===== src/rtl/csr_counter_if.sv =====
// CSR request/response bus between the EX-stage CSR datapath and csr_counter_ctrl.
//   master : requester (EX stage) - drives req_valid/req_func3/req_addr/req_wdata
//   slave  : csr_counter_ctrl     - drives req_ready/rsp_valid/rsp_rdata/rsp_illegal
interface csr_counter_if;
    localparam int unsigned FUNC_W = 3;
    localparam int unsigned ADDR_W = 12;
    localparam int unsigned DATA_W = 32;

    logic              req_valid;
    logic              req_ready;
    logic [FUNC_W-1:0] req_func3;
    logic [ADDR_W-1:0] req_addr;
    logic [DATA_W-1:0] req_wdata;
    logic              rsp_valid;
    logic [DATA_W-1:0] rsp_rdata;
    logic              rsp_illegal;

    modport master (
        output req_valid, req_func3, req_addr, req_wdata,
        input  req_ready, rsp_valid, rsp_rdata, rsp_illegal
    );

    modport slave (
        input  req_valid, req_func3, req_addr, req_wdata,
        output req_ready, rsp_valid, rsp_rdata, rsp_illegal
    );
endinterface


===== src/rtl/csr_counter_ctrl.sv =====
// csr_counter_ctrl: owns the 64-bit cycle/instret counters and sequences one CSR
// read-modify-write at a time against them (IDLE -> EXEC -> RESP).
//
// Ports:
//   clk, rst      core clock, asynchronous active-high reset
//   bus (slave)   req_valid/req_ready handshake, req_func3/req_addr/req_wdata,
//                 rsp_valid (one-cycle pulse), rsp_rdata (old value), rsp_illegal
//   retire        one instruction retired this cycle
//   cycle_o       live cycle counter
//   instret_o     live instret counter
//
// Optional feature macro: MCOUNTINHIBIT_EN adds mcountinhibit at 0x320
// (bit0 CY, bit2 IR). When undefined, 0x320 is illegal and counters always run.
module csr_counter_ctrl #(
    parameter int unsigned      CNT_W         = 64,
    parameter logic [CNT_W-1:0] RESET_CYCLE   = '0,
    parameter logic [CNT_W-1:0] RESET_INSTRET = '0
) (
    input  logic             clk,
    input  logic             rst,
    csr_counter_if.slave     bus,
    input  logic             retire,
    output logic [CNT_W-1:0] cycle_o,
    output logic [CNT_W-1:0] instret_o
);
    localparam int unsigned DATA_W = 32;
    localparam int unsigned FUNC_W = 3;
    localparam int unsigned ADDR_W = 12;
    localparam int unsigned ZIMM_W = 5;

    localparam logic [1:0] OP_RW = 2'b01;
    localparam logic [1:0] OP_RS = 2'b10;
    localparam logic [1:0] OP_RC = 2'b11;

    localparam logic [3:0] PAGE_M = 4'hB;   // machine counters, read-write
    localparam logic [3:0] PAGE_U = 4'hC;   // user shadows, read-only

    typedef enum logic [1:0] {
        ST_IDLE = 2'd0,
        ST_EXEC = 2'd1,
        ST_RESP = 2'd2
    } state_t;

    state_t              state_q, state_d;
    logic                req_ready_q, req_ready_d;
    logic                rsp_valid_q, rsp_valid_d;
    logic [DATA_W-1:0]   rsp_rdata_q;
    logic                rsp_illegal_q;

    logic [FUNC_W-1:0]   func3_q;
    logic [ADDR_W-1:0]   addr_q;
    logic [DATA_W-1:0]   wdata_q;

    logic [CNT_W-1:0]    cycle_q;
    logic [CNT_W-1:0]    instret_q;

    logic                accept_c;
    logic                exec_c;
    logic [DATA_W-1:0]   op_c;
    logic                ctr_hit_c;
    logic                ro_c;
    logic                sel_ins_c;
    logic                sel_hi_c;
    logic [CNT_W-1:0]    ctr_sel_c;
    logic [DATA_W-1:0]   old_c;
    logic [DATA_W-1:0]   new_c;
    logic                we_c;
    logic                illegal_c;
    logic                wr_c;
    logic                wr_cyc_c;
    logic                wr_ins_c;
    logic                inh_hit_c;
    logic                inh_cy;
    logic                inh_ir;
    logic [DATA_W-1:0]   inhibit_rd_c;

    assign accept_c = bus.req_valid && req_ready_q;
    assign exec_c   = (state_q == ST_EXEC);

    // State register
    always_ff @(posedge clk or posedge rst) begin
        if (rst) begin
            state_q     <= ST_IDLE;
            req_ready_q <= 1'b1;
            rsp_valid_q <= 1'b0;
        end else begin
            state_q     <= state_d;
            req_ready_q <= req_ready_d;
            rsp_valid_q <= rsp_valid_d;
        end
    end

    // Next state; ready/valid are registered so they track the state being entered
    always_comb begin
        state_d     = state_q;
        req_ready_d = 1'b0;
        rsp_valid_d = 1'b0;
        case (state_q)
            ST_IDLE: begin
                if (accept_c) begin
                    state_d = ST_EXEC;
                end else begin
                    req_ready_d = 1'b1;
                end
            end
            ST_EXEC: begin
                state_d     = ST_RESP;
                rsp_valid_d = 1'b1;
            end
            ST_RESP: begin
                state_d     = ST_IDLE;
                req_ready_d = 1'b1;
            end
            default: begin
                state_d     = ST_IDLE;
                req_ready_d = 1'b1;
            end
        endcase
    end

    // Capture request fields at the handshake so the requester is free afterwards
    always_ff @(posedge clk or posedge rst) begin
        if (rst) begin
            func3_q <= '0;
            addr_q  <= '0;
            wdata_q <= '0;
        end else if (accept_c) begin
            func3_q <= bus.req_func3;
            addr_q  <= bus.req_addr;
            wdata_q <= bus.req_wdata;
        end
    end

`ifdef MCOUNTINHIBIT_EN
    localparam logic [ADDR_W-1:0] ADDR_MCOUNTINHIBIT = 12'h320;

    logic wr_inh_c;

    assign inh_hit_c = (addr_q == ADDR_MCOUNTINHIBIT);
    assign wr_inh_c  = wr_c && inh_hit_c;

    // mcountinhibit: only CY (bit0) and IR (bit2) are implemented
    always_ff @(posedge clk or posedge rst) begin
        if (rst) begin
            inh_cy <= 1'b0;
            inh_ir <= 1'b0;
        end else if (wr_inh_c) begin
            inh_cy <= new_c[0];
            inh_ir <= new_c[2];
        end
    end
`else
    assign inh_hit_c = 1'b0;
    assign inh_cy    = 1'b0;
    assign inh_ir    = 1'b0;
`endif

    assign inhibit_rd_c = {{(DATA_W-3){1'b0}}, inh_ir, 1'b0, inh_cy};

    // Address decode, operand select and read-modify-write value
    always_comb begin
        op_c      = func3_q[2] ? DATA_W'(wdata_q[ZIMM_W-1:0]) : wdata_q;
        // Counter CSRs: page B/C, bit7 = high half, bit1 = instret, all other bits zero
        ctr_hit_c = ((addr_q[11:8] == PAGE_M) || (addr_q[11:8] == PAGE_U)) &&
                    (addr_q[6:2] == 5'd0) && !addr_q[0];
        ro_c      = (addr_q[11:8] == PAGE_U);
        sel_ins_c = addr_q[1];
        sel_hi_c  = addr_q[7];
        ctr_sel_c = sel_ins_c ? instret_q : cycle_q;

        old_c = '0;
        if (ctr_hit_c) begin
            old_c = sel_hi_c ? ctr_sel_c[CNT_W-1:DATA_W] : ctr_sel_c[DATA_W-1:0];
        end else if (inh_hit_c) begin
            old_c = inhibit_rd_c;
        end

        case (func3_q[1:0])
            OP_RW:   new_c = op_c;
            OP_RS:   new_c = old_c | op_c;
            OP_RC:   new_c = old_c & ~op_c;
            default: new_c = '0;
        endcase

        // Set/clear with a zero operand is a pure read
        we_c      = (func3_q[1:0] == OP_RW) || (op_c != '0);
        illegal_c = (func3_q[1:0] == 2'b00) || !(ctr_hit_c || inh_hit_c) ||
                    (we_c && ctr_hit_c && ro_c);
        wr_c      = exec_c && we_c && !illegal_c;
        wr_cyc_c  = wr_c && ctr_hit_c && !sel_ins_c;
        wr_ins_c  = wr_c && ctr_hit_c && sel_ins_c;
    end

    // Cycle counter: a software write replaces one half and suppresses that cycle's increment
    always_ff @(posedge clk or posedge rst) begin
        if (rst) begin
            cycle_q <= RESET_CYCLE;
        end else if (wr_cyc_c) begin
            if (sel_hi_c) begin
                cycle_q[CNT_W-1:DATA_W] <= new_c;
            end else begin
                cycle_q[DATA_W-1:0] <= new_c;
            end
        end else if (!inh_cy) begin
            cycle_q <= cycle_q + CNT_W'(1);
        end
    end

    // Instret counter: a retire coinciding with a minstret write is dropped
    always_ff @(posedge clk or posedge rst) begin
        if (rst) begin
            instret_q <= RESET_INSTRET;
        end else if (wr_ins_c) begin
            if (sel_hi_c) begin
                instret_q[CNT_W-1:DATA_W] <= new_c;
            end else begin
                instret_q[DATA_W-1:0] <= new_c;
            end
        end else if (retire && !inh_ir) begin
            instret_q <= instret_q + CNT_W'(1);
        end
    end

    // Response payload, latched at the end of EXEC and presented during RESP
    always_ff @(posedge clk or posedge rst) begin
        if (rst) begin
            rsp_rdata_q   <= '0;
            rsp_illegal_q <= 1'b0;
        end else if (exec_c) begin
            rsp_rdata_q   <= illegal_c ? '0 : old_c;
            rsp_illegal_q <= illegal_c;
        end
    end

    assign bus.req_ready   = req_ready_q;
    assign bus.rsp_valid   = rsp_valid_q;
    assign bus.rsp_rdata   = rsp_rdata_q;
    assign bus.rsp_illegal = rsp_illegal_q;
    assign cycle_o         = cycle_q;
    assign instret_o       = instret_q;

endmodule


===== src/flat_wrapper.sv =====
// flat-port wrapper written by rule: the top's interface ports become plain ports
module csr_counter_ctrl_flat 
#(
    parameter int unsigned      CNT_W         = 64,
    parameter logic [CNT_W-1:0] RESET_CYCLE   = '0,
    parameter logic [CNT_W-1:0] RESET_INSTRET = '0
)
  (clk, rst, retire, cycle_o, instret_o, bus_req_valid, bus_req_func3, bus_req_addr, bus_req_wdata, bus_req_ready, bus_rsp_valid, bus_rsp_rdata, bus_rsp_illegal);
  csr_counter_if bus_i ();
  input  logic clk;
  input  logic rst;
  input  logic retire;
  output logic [CNT_W-1:0] cycle_o;
  output logic [CNT_W-1:0] instret_o;
  input wire logic [$bits(bus_i.req_valid)-1:0] bus_req_valid;
  input wire logic [$bits(bus_i.req_func3)-1:0] bus_req_func3;
  input wire logic [$bits(bus_i.req_addr)-1:0] bus_req_addr;
  input wire logic [$bits(bus_i.req_wdata)-1:0] bus_req_wdata;
  output wire logic [$bits(bus_i.req_ready)-1:0] bus_req_ready;
  output wire logic [$bits(bus_i.rsp_valid)-1:0] bus_rsp_valid;
  output wire logic [$bits(bus_i.rsp_rdata)-1:0] bus_rsp_rdata;
  output wire logic [$bits(bus_i.rsp_illegal)-1:0] bus_rsp_illegal;
  assign bus_i.req_valid = bus_req_valid;
  assign bus_i.req_func3 = bus_req_func3;
  assign bus_i.req_addr = bus_req_addr;
  assign bus_i.req_wdata = bus_req_wdata;
  assign bus_req_ready = bus_i.req_ready;
  assign bus_rsp_valid = bus_i.rsp_valid;
  assign bus_rsp_rdata = bus_i.rsp_rdata;
  assign bus_rsp_illegal = bus_i.rsp_illegal;
  csr_counter_ctrl #(.CNT_W(CNT_W), .RESET_CYCLE(RESET_CYCLE), .RESET_INSTRET(RESET_INSTRET)) u_core (.clk(clk), .rst(rst), .bus(bus_i), .retire(retire), .cycle_o(cycle_o), .instret_o(instret_o));
endmodule

===== config.mk =====
export PLATFORM = sky130hd
export DESIGN_NAME = csr_counter_ctrl_flat
export DESIGN_NICKNAME = d
export VERILOG_FILES = /design/src/rtl/csr_counter_if.sv /design/src/rtl/csr_counter_ctrl.sv /design/src/flat_wrapper.sv
export SDC_FILE = /design/constraint.sdc
export NUM_CORES = 1
export LEC_CHECK = 0
export CAP_MARGIN = 25
export CORE_MARGIN = 5
export CORE_UTILIZATION = 55
export CTS_BUF_LIST = sky130_fd_sc_hd__clkbuf_2 sky130_fd_sc_hd__clkbuf_4 sky130_fd_sc_hd__clkbuf_8
export DETAILED_ROUTE_END_ITERATION = 12
export PLACE_DENSITY = 0.82
export SLEW_MARGIN = 20
export SYNTH_ARGS = -nofsm -noshare
export SYNTH_HDL_FRONTEND = slang
export SYNTH_SLANG_ARGS = --single-unit

===== constraint.sdc =====
create_clock -name clk -period 9.3 [get_ports clk]
set_input_delay 0.93 -clock clk [delete_from_list [all_inputs] [get_ports clk]]
set_output_delay 0.93 -clock clk [all_outputs]
set_load 0.05 [all_outputs]

==> flow_metrics.tcl, run 1 <==
set metrics [dict create \
    multi_input_area_um2 7140 \
    area_growth_pct 25.4 \
    end_kind "flop" \
    ys_types 81 \
    gp_congestion 1.01 \
    finalHoldViolCount 0 \
    path_class "flop to flop" \
    finalCritPeriodShare_pct 41.1 \
    slew-limit-headroom_pct 26.5 \
    dieWidth_um 163 \
    vias_per_cell 6.90 \
    rows 55 \
    outcome "completed" \
    wire_per_inst_um 25.9 \
    cts.sinks 212 \
    syn_nets 1410 \
    async_flop_share_pct 100 \
    die_h_um 163 \
    ys_ff_latch 212 \
    drc 0 \
    grt_pass1_wl_um 75300 \
    clock_latency_ps 550 \
    antennaDiodeCount 0 \
    seqCellArea_um2 5310 \
    start_util_pct 56.3 \
    grtUsageTotal_pct 36.4 \
    numCtsBuffers 39 \
    grt_overflow 0 \
    ios 214 \
    setup_viol 0 \
    nNetsFinal 1604 \
    power.density_nw_per_um2 217 \
    dieArea_um2 26500 \
    io_buffers 213 \
    drtIter0Drc 1628 \
    layout-drive-gt1-share_pct 13.7 \
    cp.arrival_ps 4200 \
    drt_wl_total_um 49000 \
    cts_setup_buffers 0 \
    vias 13048 \
    rsz0062_at_grt "no" \
    total_leakage_power_nw 6.27 \
    ys.flop_type "dfrtp_1" \
    grt_pass1_vias 12700 \
    ctsHoldBuffers 0 \
    drv_cap 0 \
    h-tree-depth 2 \
    ant_nets 0 \
    cp.required_ps 9680 \
    cp_slowest_cell "a211oi_2" \
    crit_top_cell "nand2_1" \
    critPathLaunchType "flop" \
    fill_cells 1795 \
    final_max_slew_viol_count 0 \
    synth.top_cells.by_area "dfrtp_1, mux4_2, mux2_2" \
    syn_area_um2 12800 \
    crit_fanout 34 \
    max_freq_mhz 262 \
    synth_area_leader_cell "dfrtp_1" \
    dp_hpwl_um 35700 \
    synth_top_area_share_pct 41.2 \
    syn_inst 1357 \
    max_stage_delay_ps 970 \
    ctsResizeCount 0 \
    antenna_found_initial 1 \
    drt_pass1_iterations 8 \
    ir_worst_vdd_mv 0.158 \
    cts-root-buf "clkbuf_8" \
    core_um2 22800 \
    tns_ps 0 \
    synth_edf_count 0 \
    clk_path_buf_depth 3 \
    fin_skew_ps 26.5 \
    tightest_slew_ps 1100 \
    grt_max_degree 97 \
    cts_tree "built" \
    path_cells "nor4b_2, o211a_1, nand2_1, a211oi_2, nand2_1, a21oi_1, a211oi_1" \
    yosys_warnings 0 \
    yosysSeqAreaShare_pct 41.4 \
    final_util_pct 70.6 \
    layout_min_cycle_time_ps 3820 \
    hp-class "flop to flop" \
    clk_pin_slew_ps 70 \
    syn_area_per_cell_um2 9.45 \
]
## logic make-up after synthesis
group / synth area share (%)
adder cells (fa/ha/maj): 0.195
AO/OA/AOI/OAI: 20.9
multiplexers: 10.5
AND/OR/NAND/NOR: 23.5
buffers and inverters: 3.62
flip-flops: 41.4
## cells in the final DEF, fill, tap and decap left out, types with 4 or more instances in the layout
cell type,n
clkbuf_8,47
o32a_1,8
or2_2,4
o221ai_1,13
and2_1,46
nor3b_1,5
or4_1,4
o21ai_0,84
nor4_1,16
nand2b_1,32
a31oi_1,28
nand3_1,60
nor2_1,81
and3_1,28
clkbuf_4,14
a221oi_1,24
a21oi_1,86
dfrtp_1,209
buf_4,20
nand3b_1,8
nor3_1,60
clkdlybuf4s50_1,213
mux2_2,53
a22o_1,32
nand2_1,117
mux4_2,31
nor4b_1,7
o31ai_1,5
o21ai_1,4
inv_1,28
and4_1,12
clkinvlp_4,4
a211oi_1,35
nand4_1,37
a21o_1,5
a32o_1,7
nand3_2,4
or3_1,11
o211ai_1,19
o22ai_1,5
## registers in the layout, indices dropped and copies added, names as in the netlist, 2 cells and up
signal	cells
u_core.instret_o	64
u_core.wdata_q	32
u_core.cycle_o	64
u_core.state_q	2
u_core.func3_q	3
u_core.bus.rsp_rdata	32
u_core.addr_q	12
## where the power goes
part | leakage (nW) | internal, W | switching [W] | total (W)
combinational | 3.18 | 0.000458 | 0.000799 | 0.00126
sequential | 2.67 | 0.00107 | 0.000222 | 0.00129
clock | 0.421 | 0.000540 | 0.000402 | 0.000942
total | 6.27 | 0.00207 | 0.00142 | 0.00349
## metal layers
metal	part of all wire (%)	track usage (%)	wire, um	vias up
li1	-	-	-	5620
met5	0.027	0	13	-
met4	3.5	12.7	1710	2
met2	44	54.2	21500	964
met3	13	10.9	6300	153
met1	40	51.0	19500	6309
## worst max-delay path: cells and delay by family, from the launching register on
family,cells,cell delay [ps]
compound gates,4,2020
flops,1,390
simple gates,3,1250
## final timing paths
check / end / from / depth (start not counted) / slack [ps]
worst max register to register: u_core.cycle_o[63] / u_core.addr_q[5] / 7 / 5480
max in group asynchronous: u_core.cycle_o[11] / rst / 4 / 6380
worst min register to register: u_core.state_q[0] / u_core.state_q[1] / 1 / 450
min in group asynchronous: u_core.instret_o[38] / rst / 2 / 880
worst max-delay path: u_core.cycle_o[63] / u_core.addr_q[5] / 7 / 5480
worst min-delay path: u_core.state_q[0] / u_core.state_q[1] / 1 / 450
## cell usage after synthesis, drive strengths merged, types with 7 or more instances
library cell,instances
a211oi,38
a21oi,87
a221oi,25
a22o,32
a31oi,28
a32o,7
and2,47
and3,28
and4,13
buf,32
clkbuf,50
dfrtp,211
inv,29
mux2,53
mux4,32
nand2,118
nand2b,32
nand3,65
nand3b,8
nand4,37
nor2,82
nor3,63
nor4,18
nor4b,9
o211ai,20
o21ai,90
o221ai,14
o32a,8
or3,11
## layout make-up
cell class	instances	area share, %
repair buffers	235	14.4
inverters	30	0.746
flip-flops and latches	212	33.0
clock inverters	6	0.404
clock buffers	61	4.67
multi-input cells	1033	44.4
well taps	313	2.43
## stage by stage
stage	setup WS (ps)	hold WS [ps]	cell area (um2)	total power, W	instances
2_1_floorplan	2580	414	12800	0.00206	1357
3_5_place_dp	5550	437	15300	0.00252	1823
3_3_place_gp	5710	423	15200	0.00248	1820
5_1_grt	5180	484	16100	0.00363	1890
6_report	5480	447	16100	0.00349	1890
4_1_cts	5550	446	16100	0.00346	1890
No activity file was read; power rests on OpenSTA's default activity.
==> inputs of run 2 (changes only) <==
==> constraint.sdc (replaced) <==
create_clock -name clk -period 3.74 [get_ports clk]
set_input_delay 0.374 -clock clk [delete_from_list [all_inputs] [get_ports clk]]
set_output_delay 0.374 -clock clk [all_outputs]
set_load 0.05 [all_outputs]
==> flow_metrics.tcl, run 2 (same netlist as run 1, synthesis figures left out) <==
set metrics [dict create \
    p_switching_w 0.00360 \
    drtIter0Drc 2020 \
    setup_viol 0 \
    numCtsBuffers 39 \
    drv_cap 0 \
    fin_skew_ps 32.9 \
    grt_pass1_vias 12830 \
    path_cells "nand4_1, nor4_4, nand3_2, or4_4, nor3_4, a31o_1, o221ai_2" \
    crit_buf_inv 0 \
    fin_hold_ws_ps 251 \
    drt_wl_total_um 51300 \
    cp_slowest_cell "or4_4" \
    multi_input_area_um2 7130 \
    total_leakage_power_nw 6.43 \
    clk_pin_slew_ps 60 \
    cts_tree "built" \
    pwr-share-comb_pct 36.8 \
    dieArea_um2 26500 \
    reg2reg_slack_ps 650 \
    layout-drive-gt1-share_pct 15.2 \
    crit_family "simple AND/OR/NAND/NOR gates" \
    io_buffers 213 \
    tns_ps 0 \
    r2r-start "u_core.instret_o[9]" \
    power_frac_seq_pct 36.8 \
    clk_path_buf_depth 3 \
    final_cell_mix "clkdlybuf4s50_1, dfrtp_1, nand2_1" \
    drc 0 \
    path_class "flop to flop" \
    max_freq_mhz 323 \
    ant_nets 0 \
    final_max_slew_viol_count 0 \
    r2r_cells 7 \
    cts-root-buf "clkbuf_8" \
    antenna_found_initial 1 \
    switching_share_pct 40.8 \
    grt_pass1_wl_um 77600 \
    core_um2 22800 \
    rsz0062_at_grt "no" \
    seqCellArea_um2 5310 \
    tightest_slew_ps 1110 \
    cp.required_ps 4130 \
    pwr-share-clk_pct 26.4 \
    hp-class "input pin to asynchronous set/reset pin" \
    ctsResizeCount 0 \
    finalHoldViolCount 0 \
    cp.arrival_ps 3480 \
    die_h_um 163 \
    crit_fanout 8 \
    ios 214 \
    gp_congestion 0.983 \
    vias 13389 \
    grt_max_degree 74 \
    antennaDiodeCount 0 \
    cts_setup_buffers 0 \
    nNetsFinal 1633 \
    wire_per_inst_um 26.7 \
    grtUsageTotal_pct 37.9 \
    drt_pass1_iterations 8 \
    power.density_nw_per_um2 540 \
    r2r_end "u_core.instret_o[59]" \
    grt_overflow 0 \
    layout_min_cycle_time_ps 3090 \
    end_kind "flop" \
    slew-limit-headroom_pct 26.0 \
    rows 55 \
    start_util_pct 56.3 \
    mostFrequentLayoutCell "clkdlybuf4s50_1" \
    vias_per_cell 6.97 \
    ir_worst_vdd_mv 0.426 \
    critPathLaunchType "flop" \
    area_growth_pct 27.4 \
    dp_hpwl_um 37900 \
    max_stage_delay_ps 670 \
    finalCritPeriodShare_pct 82.7 \
    ctsHoldBuffers 0 \
    dieWidth_um 163 \
    fill_cells 1735 \
    p_int_w 0.00522 \
    cts.sinks 212 \
    clock_latency_ps 550 \
    h-tree-depth 2 \
    outcome "completed" \
]
[run 2: area by class of cell]
| class | instances | share of cell area (%) |
|---|---|---|
| Clock inverter | 5 | 0.191 |
| Multi-Input combinational cell | 1033 | 43.6 |
| Clock buffer | 63 | 4.77 |
| Timing Repair Buffer | 264 | 15.8 |
| Sequential cell | 212 | 32.5 |
| Inverter | 30 | 0.712 |
| Tap cell | 313 | 2.40 |
[run 2: how the worst max path moves through the flow]
stage	from	endpoint	slack, ps	cells after the start
after floorplan	rst	u_core.addr_q[0]	610	1
after global placement	u_core.wdata_q[24]	u_core.bus.rsp_rdata[23]	730	7
after detailed placement	u_core.wdata_q[24]	u_core.bus.rsp_rdata[22]	710	7
after CTS	u_core.wdata_q[24]	u_core.bus.rsp_rdata[29]	670	7
after global routing	u_core.wdata_q[24]	u_core.bus.rsp_rdata[26]	480	7
final	u_core.instret_o[9]	u_core.instret_o[59]	650	7
[run 2: power groups by stage]
stage	clock network, W	logic, W	registers [W]
2_1_floorplan	0	0.00172	0.00341
3_3_place_gp	0	0.00312	0.00322
3_5_place_dp	0	0.00315	0.00325
4_1_cts	0.00234	0.00316	0.00322
5_1_grt	0.00246	0.00339	0.00329
6_report	0.00233	0.00325	0.00324
[run 2: per-stage QoR]
stage | util, % | setup slack, ps | instances | area, um2 | total power, W
floorplan | - | 611 | 1357 | 12800 | 0.00513
global placement | 68.2 | 729 | 1852 | 15500 | 0.00634
detailed placement | 68.2 | 706 | 1852 | 15500 | 0.00640
CTS | 71.7 | 674 | 1920 | 16300 | 0.00872
global route | 71.7 | 484 | 1920 | 16300 | 0.00914
finish | 71.7 | 648 | 1920 | 16300 | 0.00882
[run 2: per-layer routing]
metal	wire, um	part of all wire (%)	GRT usage (%)
met1	20200	39	54.6
met3	6940	14	9.16
met2	22500	44	56.6
met4	1640	3.2	12.6
met5	13	0.025	0
